## config.mk

```make
export PLATFORM = sky130hd
export DESIGN_NAME = cpc_ram_bank_ctrl
export DESIGN_NICKNAME = d
export VERILOG_FILES = /design/src/rtl/cpc_ram_pkg.sv /design/src/rtl/cpc_io_wr_filter.sv /design/src/rtl/cpc_ram_bank_ctrl.sv
export SDC_FILE = /design/constraint.sdc
export NUM_CORES = 1
export LEC_CHECK = 0
export CAP_MARGIN = 20
export CORE_MARGIN = 2
export CORE_UTILIZATION = 31
export DETAILED_ROUTE_END_ITERATION = 8
export MAX_ROUTING_LAYER = met4
export PLACE_DENSITY = 0.78
export SYNTH_ARGS = -nofsm -noshare
export SYNTH_HDL_FRONTEND = slang
export SYNTH_SLANG_ARGS = --single-unit
```

## constraint.sdc

```tcl
create_clock -name CLK -period 1.3 [get_ports CLK]
set_input_delay 0.325 -clock CLK [delete_from_list [all_inputs] [get_ports CLK]]
set_output_delay 0.325 -clock CLK [all_outputs]
set_load 0.02 [all_outputs]
```

## src/rtl/cpc_ram_pkg.sv

```systemverilog
// Shared definitions for the CPC RAM banking controller: config modes, the
// 6128-style page map and the I/O port match values.
`ifndef CPC_RAM_PKG_SV
`define CPC_RAM_PKG_SV

// True when the fitted SRAM covers every expansion page the bank bits can name.
`define CPC_RAM_CAP_OK(nsram, hi_w, ext_bits) (((nsram) * (2 ** (hi_w))) >= (32 * (2 ** (ext_bits))))

package cpc_ram_pkg;

  typedef enum logic [2:0] {
    MODE_ALL_INT   = 3'd0,
    MODE_TOP_EXT   = 3'd1,
    MODE_ALL_EXT   = 3'd2,
    MODE_TOP_REMAP = 3'd3,
    MODE_P1_E0     = 3'd4,
    MODE_P1_E1     = 3'd5,
    MODE_P1_E2     = 3'd6,
    MODE_P1_E3     = 3'd7
  } mode_e;

  typedef struct packed {
    logic       is_ext;
    logic [1:0] x;
  } page_map_t;

  localparam logic [1:0] PORT_D_MATCH   = 2'b11;
  localparam logic       PORT_A15_MATCH = 1'b0;

  // Internal pages report x=0 so the linear page is well defined in every mode.
  function automatic page_map_t map_page(input logic [2:0] mode, input logic [1:0] page);
    page_map_t m;
    m.is_ext = 1'b0;
    m.x      = 2'd0;
    case (mode_e'(mode))
      MODE_ALL_INT: m.is_ext = 1'b0;
      MODE_TOP_EXT, MODE_TOP_REMAP: begin
        if (page == 2'd3) begin
          m.is_ext = 1'b1;
          m.x      = 2'd3;
        end
      end
      MODE_ALL_EXT: begin
        m.is_ext = 1'b1;
        m.x      = page;
      end
      default: begin
        if (page == 2'd1) begin
          m.is_ext = 1'b1;
          m.x      = mode[1:0];
        end
      end
    endcase
    return m;
  endfunction

endpackage

`endif

```

## src/rtl/cpc_io_wr_filter.sv

```systemverilog
// Debounces the RAM config port write: a hit must persist for WR_FILTER clocks,
// and then produces exactly one accept pulse until the hit drops again.
module cpc_io_wr_filter #(
  parameter int WR_FILTER = 2
) (
  input  logic clk,
  input  logic reset_b,
  input  logic hit,
  output logic accept
);

  localparam logic [2:0] SAT = 3'(WR_FILTER);

  logic [2:0] count_reg;
  logic [2:0] count_next;

  generate
    if (WR_FILTER < 1 || WR_FILTER > 4) begin : g_bad_filter
      $error("cpc_io_wr_filter: WR_FILTER must be 1..4");
    end
  endgenerate

  always_comb begin
    count_next = count_reg;
    if (!hit) begin
      count_next = 3'd0;
    end else if (count_reg != SAT) begin
      count_next = count_reg + 3'd1;
    end
  end

  // Pulse on the clock whose edge brings the count up to SAT; saturation blocks repeats.
  assign accept = reset_b && hit && (count_reg == SAT - 3'd1);

  always_ff @(posedge clk) begin
    if (!reset_b) begin
      count_reg <= 3'd0;
    end else begin
      count_reg <= count_next;
    end
  end

endmodule

```

## src/rtl/cpc_ram_bank_ctrl.sv

```systemverilog
// CPC RAM expansion banking controller: snoops the config port, holds the
// banking register and steers CPU 16K pages onto one of several SRAM chips.
module cpc_ram_bank_ctrl
  import cpc_ram_pkg::*;
#(
  parameter int EXT_BANK_BITS = 0,
  parameter int SRAM_HI_W     = 5,
  parameter int NUM_SRAM      = 1,
  parameter int WR_FILTER     = 2
) (
  input  logic                       CLK,
  input  logic                       RESET_B,
  input  logic                       MREQ_B,
  input  logic                       IOREQ_B,
  input  logic                       RD_B,
  input  logic                       WR_B,
  input  logic                       M1_B,
  input  logic                       RFSH_B,
  input  logic [15:0]                A,
  input  logic [7:0]                 D,
  input  logic                       ROMEN_B,
  output logic [SRAM_HI_W-1:0]       HIADR,
  output logic [NUM_SRAM-1:0]        RAMCS_B,
  output logic                       RAMOE_B,
  output logic                       RAMWE_B,
  output logic                       RAMDIS,
  output logic [5+EXT_BANK_BITS:0]   CFG
);

  localparam int CW = 6 + EXT_BANK_BITS;
  localparam int PW = 5 + EXT_BANK_BITS;
  localparam int WW = PW + SRAM_HI_W;

  generate
    if (EXT_BANK_BITS < 0 || EXT_BANK_BITS > 3) begin : g_bad_ext
      $error("cpc_ram_bank_ctrl: EXT_BANK_BITS must be 0..3");
    end
    if (!(`CPC_RAM_CAP_OK(NUM_SRAM, SRAM_HI_W, EXT_BANK_BITS))) begin : g_bad_capacity
      $error("cpc_ram_bank_ctrl: fitted SRAM smaller than addressable expansion");
    end
  endgenerate

  logic          hit;
  logic          accept;
  logic [CW-1:0] load_val;
  logic [CW-1:0] cfg_reg;
  logic [CW-1:0] cfg_next;

  assign hit = !IOREQ_B && !WR_B && M1_B
               && (A[15] == PORT_A15_MATCH)
               && (D[7:6] == PORT_D_MATCH);

  cpc_io_wr_filter #(
    .WR_FILTER (WR_FILTER)
  ) u_wr_filter (
    .clk     (CLK),
    .reset_b (RESET_B),
    .hit     (hit),
    .accept  (accept)
  );

  // Extended bank bits arrive inverted on the port address high byte.
  generate
    if (EXT_BANK_BITS > 0) begin : g_ext_load
      assign load_val = {~A[8+EXT_BANK_BITS-1:8], D[5:0]};
    end else begin : g_no_ext_load
      assign load_val = D[5:0];
    end
  endgenerate

  always_comb begin
    cfg_next = cfg_reg;
    if (accept) begin
      cfg_next = load_val;
    end
  end

  always_ff @(posedge CLK) begin
    if (!RESET_B) begin
      cfg_reg <= '0;
    end else begin
      cfg_reg <= cfg_next;
    end
  end

  assign CFG = cfg_reg;

  page_map_t     pm;
  logic [PW-1:0] lin_page;
  logic [WW-1:0] p_wide;
  logic [WW-1:0] chip;
  logic          acc;

  assign pm = map_page(cfg_reg[2:0], A[15:14]);

  // cfg_reg above the mode field is exactly {ext, bank}, the top of the linear page.
  assign lin_page = {cfg_reg[CW-1:3], pm.x};
  assign p_wide   = {{SRAM_HI_W{1'b0}}, lin_page};
  assign chip     = p_wide >> SRAM_HI_W;
  assign HIADR    = p_wide[SRAM_HI_W-1:0];

  assign acc     = !MREQ_B && RFSH_B && pm.is_ext;
  assign RAMDIS  = acc && !(!RD_B && !ROMEN_B);
  assign RAMOE_B = !(RAMDIS && !RD_B);
  assign RAMWE_B = !(RAMDIS && !WR_B);

  genvar gi;
  generate
    for (gi = 0; gi < NUM_SRAM; gi++) begin : g_cs
      assign RAMCS_B[gi] = !(RAMDIS && (chip == WW'(gi)));
    end
  endgenerate

  logic unused_bits;
  assign unused_bits = &{1'b0, A[13:0]};

endmodule

```

==> reports/results.md <==
Clocking
* **hold-fix buffers at CTS** 0
* **Root Driver** clkbuf_4
* **maximum level of the CTS H-tree** 1
* **Clock transition at path regs** 0.06 ns
* **clock latency at the later pin of the worst-skew pair** 0.26 ns
* **clock tree from TritonCTS** yes
* **CTS Buf Count** 3
* **CTS sink cnt** 9
* **Max Buffers Root-to-Sink** 2

Setup path
* **Required @ worst endpoint** 0.98 ns
* **largest fanout on the critical path** 6
* **Worst Setup End Kind** primary output
* **CP Class** reg -> out
* **CP arrival** 1.21 ns
* **sort of element at the start of the critical path** register

Yosys
* **Post-Syn Area per Cell** 8.43 sq um
* **FF+latch count, synth** 9
* **portion of the post-synthesis area used by sequential elements** 31.0%
* **post-synthesis instance total** 69
* **count of distinct cell types in the synthesized netlist** 25
* **post-synth net total** 105
* **area of the mapped netlist** 582 sq um
* **Warnings, synthesis** 0

Placed design
* **count of port buffers added during placement** 33
* **routability-driven placement congestion ratio** 0.687
* **number of cells after detailed placement** 130
* **total half-perimeter wirelength after legalization and detailed placement** 1120 um

Global routing
* **maximum number of pins on one net before global-route repair** 13
* **first-pass GRT wire length** 2080 um
* **total routing usage reported by global routing** 13.6%
* **via count of the first global-routing pass** 545
* **number of antenna violations at the first check in global routing** 0
* **total overflow reported by the global router** 0

Routing
* **drt drc** 0
* **number of violations reported at the end of detailed-routing iteration 0** 8
* **drt first pass iters** 4
* **routed vias** 602
* **wire per inst** 11.1 um
* **remaining antenna violation count** 0
* **vias per std cell** 4.49
* **routed wire length** 1490 um

Timing
* **Hold Slack** 0.464 ns
* **Worst-Margin Slew** 0.219 ns
* **final hold violations** 0
* **Rel. slew slack** 85.2%
* **setup repair after global routing missed its margin** true
* **Final min period** 1.54 ns
* **Final Worst Setup Slack** -0.236 ns
* **Fin Clk Skew** 0.000299 ns
* **FMAX** 651 MHz
* **final clock period utilization by the worst path** 118%
* **Slew Limit Fails** 0
* **final setup violation count** 6

Cells and area
* **Net count, final** 146
* **Filler cells** 168
* **final core occ** 57.4%
* **area added between synthesis and finish** 72.3%
* **total inserted antenna cells** 0
* **fraction of final layout cells sized beyond drive strength 1** 28.4%
* **non-filler instance count after layout** 134
* **number of flip-flops under the largest register name** 6

Die
* **num rows** 15
* **die area** 2240 sq um
* **Core Area** 1750 sq um
* **starting utilization of the core area** 33.3%
* **Ports** 48
* **die height** 47.3 um
* **width of the chip** 47.3 um

Hold path
* **min-delay worst type** in -> reg

Status
* **result of the run** finished with violations
* **violated checks** setup timing

Power and ir drop
* **Power Density** 568 nW/um^2
* **P_leak** 0.000435 uW
* **maximum resistive drop on vdd** 0.000359 V

Flow run
* **max-capacitance violation count** 0

-- layout make-up --
class	count	area [sq um]	share of cell area [%]
Multi-Input combinational cell	52	392	39.1
Clock buffer	4	26.3	2.62
Inverter	3	11.3	1.12
Tap cell	25	31.3	3.12
Timing Repair Buffer	41	350	35.0
Sequential cell	9	191	19.1
-- through the flow --
| stage | setup TNS [ns] | worst slack, ns | cell area [sq um] | total power [uW] |
|---|---|---|---|---|
| finish | -1.23 | -0.236 | 1000 | 569 |
| global route | -1.52 | -0.281 | 1000 | 591 |
| CTS | -1.26 | -0.254 | 996 | 576 |
| detailed placement | -9.04 | -0.979 | 973 | 371 |
| global placement | -8.77 | -0.907 | 973 | 369 |
| floorplan | -0.0121 | -0.0121 | 594 | 297 |
-- cell usage after synthesis --
cell	number	share of area [%]
nand2_1	13	8.4
dfxtp_1	9	31
mux2i_1	7	12
nor2_1	5	3.2
o21ai_0	4	3.4
buf_4	3	3.9
ha_1	3	6.5
inv_1	3	1.9
nand2b_1	3	3.2
a21oi_1	2	1.7
nor3b_1	2	2.6
xnor2_1	2	3.0
a211oi_1	1	1.3
and3b_2	1	1.7
and4bb_1	1	2.2
buf_6	1	1.9
dlygate4sd1_1	1	1.5
nand3_1	1	0.86
nand4_1	1	1.1
nand4b_1	1	1.5
nor2b_1	1	1.1
nor3_2	1	1.7
nor4bb_1	1	1.7
o211ai_1	1	1.3
o21a_1	1	1.3
-- layout by cell type (no fill, tap or decap), types with 2 or more instances in the layout --
cell | synthesis | final
nand2b_1 | 3 | 2
xnor2_1 | 2 | 2
buf_6 | 1 | 3
o21ai_1 | 0 | 4
mux2i_1 | 7 | 7
nand2_1 | 13 | 13
dlygate4sd2_1 | 0 | 13
buf_2 | 0 | 3
nor2_1 | 5 | 4
buf_4 | 3 | 10
dfxtp_1 | 9 | 6
clkbuf_4 | 0 | 3
clkbuf_2 | 0 | 2
clkdlybuf4s15_1 | 0 | 3
ha_1 | 3 | 3
inv_1 | 3 | 3
clkdlybuf4s50_1 | 0 | 6
dfxtp_4 | 0 | 3
-- routing by layer --
layer  vias to the layer above  global-route usage, %  part of all wire [%]
met5                         -                      -                     0
met4                         0                   6.67                  0.81
met3                         2                   3.08                   7.9
met2                        27                   22.4                    47
met1                       260                   15.4                    44
li1                        313                      -                     -
-- where the power goes --
part | total, uW | leakage (uW) | switching, uW | internal [uW]
Combinational | 85.7 | 0.000345 | 31.7 | 54.0
Clock | 214 | 0.0000150 | 95.5 | 118
Sequential | 270 | 0.0000749 | 0.244 | 270
-- timing repair --
action | in CTS | in global routing
endpoints found under the setup margin | 21 | 15
setup buffers | 0 | 1
resized for setup | 65 | 11
pin swaps | 10 | 6
-- critical path, cell delays in order (launching register included) --
cell	delay, ns
dfxtp_4	0.36
nand2b_4	0.15
a21oi_4	0.17
o21a_1	0.15
buf_6	0.12
-- final timing paths --
check                                           endpoint  slack, ns  cells after the start                      from
worst max-delay path                              RAMDIS      -0.24                      4                    CFG[0]
worst max register to register                    CFG[1]       0.13                      4  u_wr_filter.count_reg[0]
worst min-delay path            u_wr_filter.count_reg[0]       0.46                      4                   IOREQ_B
worst min register to register                    CFG[5]       0.47                      2                    CFG[5]
-- kinds of logic after synthesis --
logic type / count (synthesis) / synth area share [%]
xor gates and xnor gates: 2 / 3.01
adders and majority gates: 3 / 6.45
buffers and inverters: 8 / 9.25
and+or+nand+nor: 31 / 29.2
muxes: 7 / 12.0
DFF: 9 / 31.0
AOI/OAI and AO/OA: 9 / 9.03
No activity file was read; power rests on OpenSTA's default activity.
